[src/rtl/shifter_pkg.sv]
// Shared datapath definitions for the single-bit shifter: operation
// encoding and the default operand width.
package shifter_pkg;

  // Default datapath width in bits.
  localparam int DATA_W = 16;

  // Shift operation select.
  typedef enum logic [1:0] {
    SH_NONE = 2'b00,  // pass operand through unchanged
    SH_LSL  = 2'b01,  // logical shift left by one, LSB filled with 0
    SH_LSR  = 2'b10,  // logical shift right by one, MSB filled with 0
    SH_ASR  = 2'b11   // arithmetic shift right by one, MSB replicated
  } shift_op_e;

endpackage : shifter_pkg

[src/rtl/shifter_core.sv]
// Purely combinational shift mux. Produces the shifted operand and the
// bit that falls off the end (carry). No clock, no state.
module shifter_core
  import shifter_pkg::*;
#(
  parameter int WIDTH = DATA_W
) (
  input  logic [WIDTH-1:0] data_i,
  input  shift_op_e        op_i,
  output logic [WIDTH-1:0] sout_o,
  output logic             shout_o
);

  // Select the shifted value and the shifted-out bit for each operation.
  always_comb begin
    // NOTE: every output of a combinational block gets a default first, so
    // no path through the case can leave a value unassigned and infer a latch.
    sout_o  = data_i;
    shout_o = 1'b0;
    case (op_i)
      SH_NONE: begin
        sout_o  = data_i;
        shout_o = 1'b0;
      end
      SH_LSL: begin
        sout_o  = {data_i[WIDTH-2:0], 1'b0};
        shout_o = data_i[WIDTH-1];
      end
      SH_LSR: begin
        sout_o  = {1'b0, data_i[WIDTH-1:1]};
        shout_o = data_i[0];
      end
      SH_ASR: begin
        sout_o  = {data_i[WIDTH-1], data_i[WIDTH-1:1]};
        shout_o = data_i[0];
      end
      default: begin
        // Only reachable with an unknown select: propagate X, do not mask it.
        sout_o  = 'x;
        shout_o = 1'bx;
      end
    endcase
  end

endmodule : shifter_core

[src/rtl/shifter.sv]
// Single-bit shifter for the B operand path. The combinational result is
// available in the same cycle; an optional one-cycle registered copy with
// valid tracking, carry-out and zero flag serves pipelined consumers.
module shifter
  import shifter_pkg::*;
#(
  parameter int WIDTH = DATA_W
) (
  input  logic             clk,
  input  logic             reset,
  input  logic [WIDTH-1:0] in,
  input  logic [1:0]       shift,
  input  logic             in_valid,
  output logic [WIDTH-1:0] sout,
  output logic [WIDTH-1:0] sout_q,
  output logic             out_valid,
  output logic             shout_q,
  output logic             zero_q
);

  // A one-bit operand has nothing to shift against.
  if (WIDTH < 2) begin : g_width_check
    $error("shifter: WIDTH must be at least 2");
  end

  logic             shout;
  logic [WIDTH-1:0] sout_d;
  logic             shout_d;
  logic             zero_d;
  logic             out_valid_d;
  logic             out_valid_q;

  shifter_core #(
    .WIDTH (WIDTH)
  ) u_core (
    .data_i  (in),
    .op_i    (shift_op_e'(shift)),
    .sout_o  (sout),
    .shout_o (shout)
  );

  // Next-state: capture on a valid input, otherwise hold data and drop valid.
  always_comb begin
    sout_d      = sout_q;
    shout_d     = shout_q;
    zero_d      = zero_q;
    out_valid_d = 1'b0;
    if (in_valid) begin
      sout_d      = sout;
      shout_d     = shout;
      zero_d      = (sout == '0);
      out_valid_d = 1'b1;
    end
  end

  // Capture registers; synchronous reset overrides any capture on that edge.
  always_ff @(posedge clk) begin
    // NOTE: state updates use non-blocking assignments so every register
    // samples the pre-edge values regardless of statement order.
    if (reset) begin
      sout_q      <= '0;
      shout_q     <= 1'b0;
      zero_q      <= 1'b0;
      out_valid_q <= 1'b0;
    end else begin
      sout_q      <= sout_d;
      shout_q     <= shout_d;
      zero_q      <= zero_d;
      out_valid_q <= out_valid_d;
    end
  end

  assign out_valid = out_valid_q;

endmodule : shifter

[config.mk]
export PLATFORM = sky130hd
export DESIGN_NAME = shifter
export DESIGN_NICKNAME = d
export VERILOG_FILES = /design/src/rtl/shifter_pkg.sv /design/src/rtl/shifter_core.sv /design/src/rtl/shifter.sv
export SDC_FILE = /design/constraint.sdc
export NUM_CORES = 1
export LEC_CHECK = 0
export ABC_AREA = 1
export CORE_MARGIN = 3
export CORE_UTILIZATION = 40
export CTS_CLUSTER_SIZE = 40
export DETAILED_ROUTE_END_ITERATION = 6
export GPL_ROUTABILITY_DRIVEN = 0
export PLACE_DENSITY = 0.79
export SLEW_MARGIN = 15
export SYNTH_ARGS = -nofsm -noshare
export SYNTH_HDL_FRONTEND = slang
export SYNTH_SLANG_ARGS = --single-unit
[constraint.sdc]
create_clock -name clk -period 1.6 [get_ports clk]
set_input_delay 0.32 -clock clk [delete_from_list [all_inputs] [get_ports clk]]
set_output_delay 0.32 -clock clk [all_outputs]
set_load 0.005 [all_outputs]
==> impl_metrics.tcl <==
set metrics [dict create \
    antenna_found_initial 0 \
    tightest_slew_ns 0.401 \
    required_ns 1.28 \
    setup-tns-final_ns 0 \
    clock_sinks 19 \
    tritoncts "done" \
    grt_pass1_vias 1312 \
    clockBufferDepth 2 \
    io_pins 56 \
    grt_overflow 0 \
    finalHoldViolCount 0 \
    grt_usage_pct 20.3 \
    clock_latency_ns 0.29 \
    layoutNonFillerInstCount 280 \
    ys_ff_latch 19 \
    num_vias 1435 \
    crit_chain "buf_2 > nor2_4 > buf_4 > buf_6 > nand2_1 > nand3_2 > dlygate4sd2_1" \
    cts_hold_buf 0 \
    synth_adder_area_share_pct 0 \
    cellLeakagePower_nw 0.947 \
    p_int_mw 0.846 \
    grt-busiest-layer "met2" \
    switching_share_pct 30.1 \
    synth_compound_gate_area_share_pct 9.80 \
    pwr-share-clk_pct 19.9 \
    min_period_over_period_pct 96.6 \
    setup_viol 0 \
    layout_setup_ws_ns 0.0540 \
    use_met3_pct 3.49 \
    grt_max_degree 18 \
    grt_util_met1_pct 24.3 \
    synth_top_family_by_area "simple AND/OR/NAND/NOR gates" \
    ir_drop_mv 0.711 \
    rows 18 \
    crit_fanout 8 \
    p_sw_mw 0.364 \
    synthDistinctLibCells 18 \
    use_met2_pct 36.3 \
    start_util_pct 44.0 \
    via_per_inst 5.13 \
    htree_levels 1 \
    synth_area_per_cell_um2 6.84 \
    syn_to_final_growth_pct 68.6 \
    worstHoldPathType "flip-flop to flip-flop" \
    nets 272 \
    cap_violations 0 \
    post-place-cells 275 \
    synth_xor_area_share_pct 0 \
    critPathArrivalTime_ns 1.23 \
    fin_crit_ns 1.55 \
    start_kind "primary input" \
    dp_hpwl_mm 2.86 \
    root_buffer "clkbuf_4" \
    drtIter0Drc 57 \
    finalWirelength_mm 3.47 \
    nFillCells 222 \
    power_density_mw_per_mm2 625 \
    syn_nets 189 \
    drt-wirelength-per-cell_um 12.4 \
    core_mm2 0.00261 \
    ys_warn_count 0 \
    pre_cts_slack_ns -0.605 \
    antenna_cells 0 \
    critPathKind "primary input to output port" \
    fp.dieW_um 59.6 \
    drc 0 \
    io_buffer_count 55 \
    drv_slew 0 \
    drtPass1Iterations 4 \
    numCtsBuffers 3 \
    hold_ws_ns 0.490 \
    clk_pin_slew_ns 0.10 \
    slowest_stage "dlygate4sd2_1" \
    synthSimpleGateAreaFrac_pct 48.8 \
    die_area_mm2 0.00355 \
    seqPwrFrac_pct 43.0 \
    max-slew-margin-rel_pct 73.2 \
    ant_nets 0 \
    skew_ns 0 \
    status "finished clean" \
    pwr-share-comb_pct 37.0 \
    syn_area_mm2 0.00115 \
    cpPeakStageDelay_ns 0.28 \
    rsz0062_at_grt "false" \
    drive_above_1_share_pct 26.4 \
    ys_seq_area_share_pct 33.1 \
    synth_cells 168 \
    fmax_ghz 0.647 \
    grt_pass1_wl_mm 5.58 \
    end_kind "output port" \
    synthMuxAreaShare_pct 0 \
    die_height_um 59.6 \
]
[area by class of cell]
type / count / area, µm² / area share [%]
repair buffers: 88 / 778 / 40.2
multi-input cells: 133 / 688 / 35.5
flip-flops and latches: 19 / 380 / 19.6
well taps: 30 / 37.5 / 1.94
inverters: 6 / 25.0 / 1.29
clock buffers: 3 / 22.5 / 1.16
clock inverters: 1 / 5.00 / 0.258
[repair_timing]
| action | 4_1_cts | 5_1_grt |
|---|---|---|
| setup endpoints to repair | 17 | 3 |
| setup buffers | 1 | 0 |
| pin swaps | 1 | 0 |
| gates resized for setup | 48 | 7 |
[routing by layer]
layer  routed length, µm  vias to the layer above  part of all wire, %
met1                1420                      662                   41
met3                 269                        4                  7.7
li1                    -                      706                    -
met2                1740                       63                   50
met5                   0                        -                    0
met4                  37                        0                  1.1
[flip-flops by register name, indices dropped and copies added (netlist names)]
register / flops
sout_q: 16
out_valid: 1
zero_q: 1
shout_q: 1
[cell families (layout without fill, tap and decap cells)]
| kind of cell | Yosys count | count (layout) |
|---|---|---|
| AO/OA/AOI/OAI | 21 | 21 |
| buffers and inverters | 16 | 98 |
| flip-flops | 19 | 19 |
| AND/OR/NAND/NOR | 112 | 112 |
[worst paths after layout]
kind                                start         to  slack (ns)  cells after the start
worst max-delay path             shift[0]    sout[8]        0.05                      7
worst min register to register     zero_q     zero_q        0.49                      2
worst max register to register  sout_q[1]  sout_q[1]        0.96                      2
worst min-delay path               zero_q     zero_q        0.49                      2
[per-stage QoR]
| step | area (µm²) | util (%) | total power [mW] |
|---|---|---|---|
| after global placement | 1910 | 73.0 | 0.996 |
| after CTS | 1920 | 73.6 | 1.22 |
| final | 1940 | 74.1 | 1.21 |
| after global routing | 1940 | 74.1 | 1.27 |
| after floorplan | 1150 | - | 0.708 |
| after detailed placement | 1910 | 73.0 | 1.01 |
[power by group through the flow]
| stage | registers [mW] | clock network, mW | logic [mW] |
|---|---|---|---|
| after floorplan | 0.534 | 0 | 0.174 |
| after global placement | 0.529 | 0 | 0.466 |
| after detailed placement | 0.532 | 0 | 0.475 |
| after CTS | 0.521 | 0.249 | 0.446 |
| after global routing | 0.525 | 0.260 | 0.490 |
| final | 0.521 | 0.241 | 0.448 |
[cell usage after synthesis (all sizes together)]
cell	instances	share of area, %
a31oi	1	0.55
a21oi	3	1.6
dfxtp	19	33
clkinv	1	0.33
nand2	42	14
o211ai	1	0.65
clkbuf	3	0.98
nand3	30	21
inv	5	1.9
nor2	40	14
buf	7	5.1
o21ai	16	7.0
[worst max-delay path, delay by kind of cell]
kind          cells  cell delay [ns]
buf+inv           4             0.69
simple gates      3             0.21
[cell usage in the layout (no fill, tap or decap)]
cell / count
nand2_1: 40
nor2_1: 39
dlygate4sd2_1: 30
buf_4: 28
nand3_2: 21
clkdlybuf4s50_1: 21
dfxtp_1: 19
o21ai_0: 16
nand3_1: 9
buf_6: 6
inv_1: 3
clkbuf_4: 3
nand2_2: 2
a21oi_1: 2
nor2_4: 1
inv_4: 1
inv_2: 1
clkinv_1: 1
o211ai_1: 1
a21oi_2: 1
a31oi_1: 1
clkinv_2: 1
buf_2: 1
dlymetal6s2s_1: 1
clkdlybuf4s15_1: 1
No activity file was read; power rests on OpenSTA's default activity.
==> patch, RTL diff (same flow settings) <==
Reset style: asynchronous (`reset`), changed in one clocked block. Comments in the files are not updated.
--- a/src/rtl/shifter.sv
+++ b/src/rtl/shifter.sv
@@ -54,7 +54,7 @@
   end
 
   // Capture registers; synchronous reset overrides any capture on that edge.
-  always_ff @(posedge clk) begin
+  always_ff @(posedge clk or posedge reset) begin
     // NOTE: state updates use non-blocking assignments so every register
     // samples the pre-edge values regardless of statement order.
     if (reset) begin
Function: differs if reset is asserted again (counterexample within 4 cycles, from zero or initial values and one cycle with reset high); with reset held inactive, the same outputs for 10 cycles.
==> patch against the original RTL <==
Synthesized cell count shrank 3.0%; first-iteration DRC count grew 19%; maximum frequency is essentially flat; synthesized area grew 3.9%; sequential cell count is the same; cell count shrank 1.4%; power grew 8.5%; critical path depth shrank 1; routed wire length grew 11%; global-route usage grew 1.8 points; final area grew 4.2%; sequential power grew 6.7%; setup slack is essentially flat; critical path type unchanged; largest cell class unchanged; largest power group unchanged.
==> patch: results <==
group,metric,value,unit
status,status,"completed",
global_route,grt_pass1_vias,1463,
clocking,path_clk_slew,0.12,ns
route,viasPerCell,5.04,
critical_path,cp_top_family,"buffers and inverters",
clocking,clk_latency,0.30,ns
yosys,synthTopCellsByCount,"nand2_1, dfrtp_1, nand3_2",
clocking,cts_root_buf,"clkbuf_4",
final_layout,antennaDiodeCount,0,
yosys,yosys_warnings,0,
yosys,synth_area_leaders,"dfrtp_1, nand2_1, nand3_2",
global_route,antenna_found_initial,0,
timing,finClkSkew,0,ns
global_route,grt_pass1_wl,6.22,mm
route,route.top_layer_used,"met4",
place,placed_cell_area,1890,µm²
clocking,cts_buffers,3,
global_route,gr-usage-met2,42.4,%
critical_path,max_stage_delay,0.27,ns
power,netSwitchingPower,0.409,mW
clocking,htree_levels,1,
global_route,groute.layer.met1.usage,25.2,%
yosys,synth.distinct_cells,17,
power,seq_power_share,42.4,%
final_layout,largest_reg_flops,16,
yosys,yosysSeqAreaShare,39.8,%
route,drt-met1-wl,1.56,mm
route,finalWirelength,3.86,mm
route,routed-wl-met2,2.00,mm
final_layout,fill_cells,243,
route,firstDrtPassIters,4,
power,p_leak,1.09,nW
timing,worstMarginPinSlew,0.255,ns
yosys,synth.top_cell.area_share,39.8,%
clocking,cts_max_path_buffers,2,
route,wl_met3,280,µm
place,port_buffers,55,
critical_path,arrival,1.23,ns
power,peakVddDrop,0.000506,V
final_layout,nets,267,
worst_hold_path,hold_path_class,"in -> async",
yosys,syn_nets,184,
power,p_clk_share,19.2,%
global_route,grt_start_max_net_pins,20,
place,dpl.hpwl,2.82,mm
global_route,use_met3,3.40,%
route,drtIter0Drc,68,
final_layout,regMostFlops,"sout_q",
critical_path,path_max_fanout,8,
critical_path,critical_path.slowest_cell,"bufbuf_16",
yosys,async_flop_share,100,%
global_route,grt_use_total,22.1,%
final_layout,final_layout_size_suffix_gt1_share,26.5,%
## patch: cell families after synthesis
| kind of cell | count (synthesis) | synth area share [%] |
|---|---|---|
| buf+inv | 12 | 6.71 |
| simple gates | 129 | 52.0 |
| compound gates | 3 | 1.47 |
| flops | 19 | 39.8 |
## patch: worst paths after layout
path                                  end  startpoint  depth (start not counted)  slack, ns
worst min register to register  sout_q[3]   sout_q[3]                          2       0.49
max in group asynchronous       sout_q[3]       reset                          3       1.06
worst max-delay path             sout[15]    shift[0]                          6       0.05
worst min-delay path            out_valid       reset                          3       0.34
worst max register to register  sout_q[0]   sout_q[0]                          1       0.95
min in group clk                sout_q[5]       in[6]                          5       0.47
## patch: area by class of cell
type	count	area [µm²]	share of cell area, %
timing repair buffer	87	797	39.5
clock inverter	1	5.00	0.248
inverter	3	18.8	0.930
multi-input combinational	132	661	32.7
tap	31	38.8	1.92
clock buffer	3	22.5	1.12
sequential	19	475	23.6
## patch: metrics by stage
| stage | total power, mW | setup TNS (ns) | instances | utilization [%] | setup WS (ns) |
|---|---|---|---|---|---|
| final | 1.31 | 0 | 276 | 71.9 | 0.0542 |
| after global placement | 1.06 | -9.63 | 262 | 67.5 | -0.564 |
| after floorplan | 0.747 | 0 | 163 | - | 0.366 |
| after global routing | 1.40 | 0 | 276 | 71.9 | 0.00266 |
| after detailed placement | 1.07 | -10.23 | 262 | 67.5 | -0.598 |
| after CTS | 1.32 | 0 | 275 | 71.5 | 0.0111 |
## patch: what timing repair did
action                     4_1_cts  5_1_grt
buffers inserted                 8        1
pin swaps                        1        1
gates cloned                     1        0
setup endpoints to repair       17        5
gates resized for setup         52        7
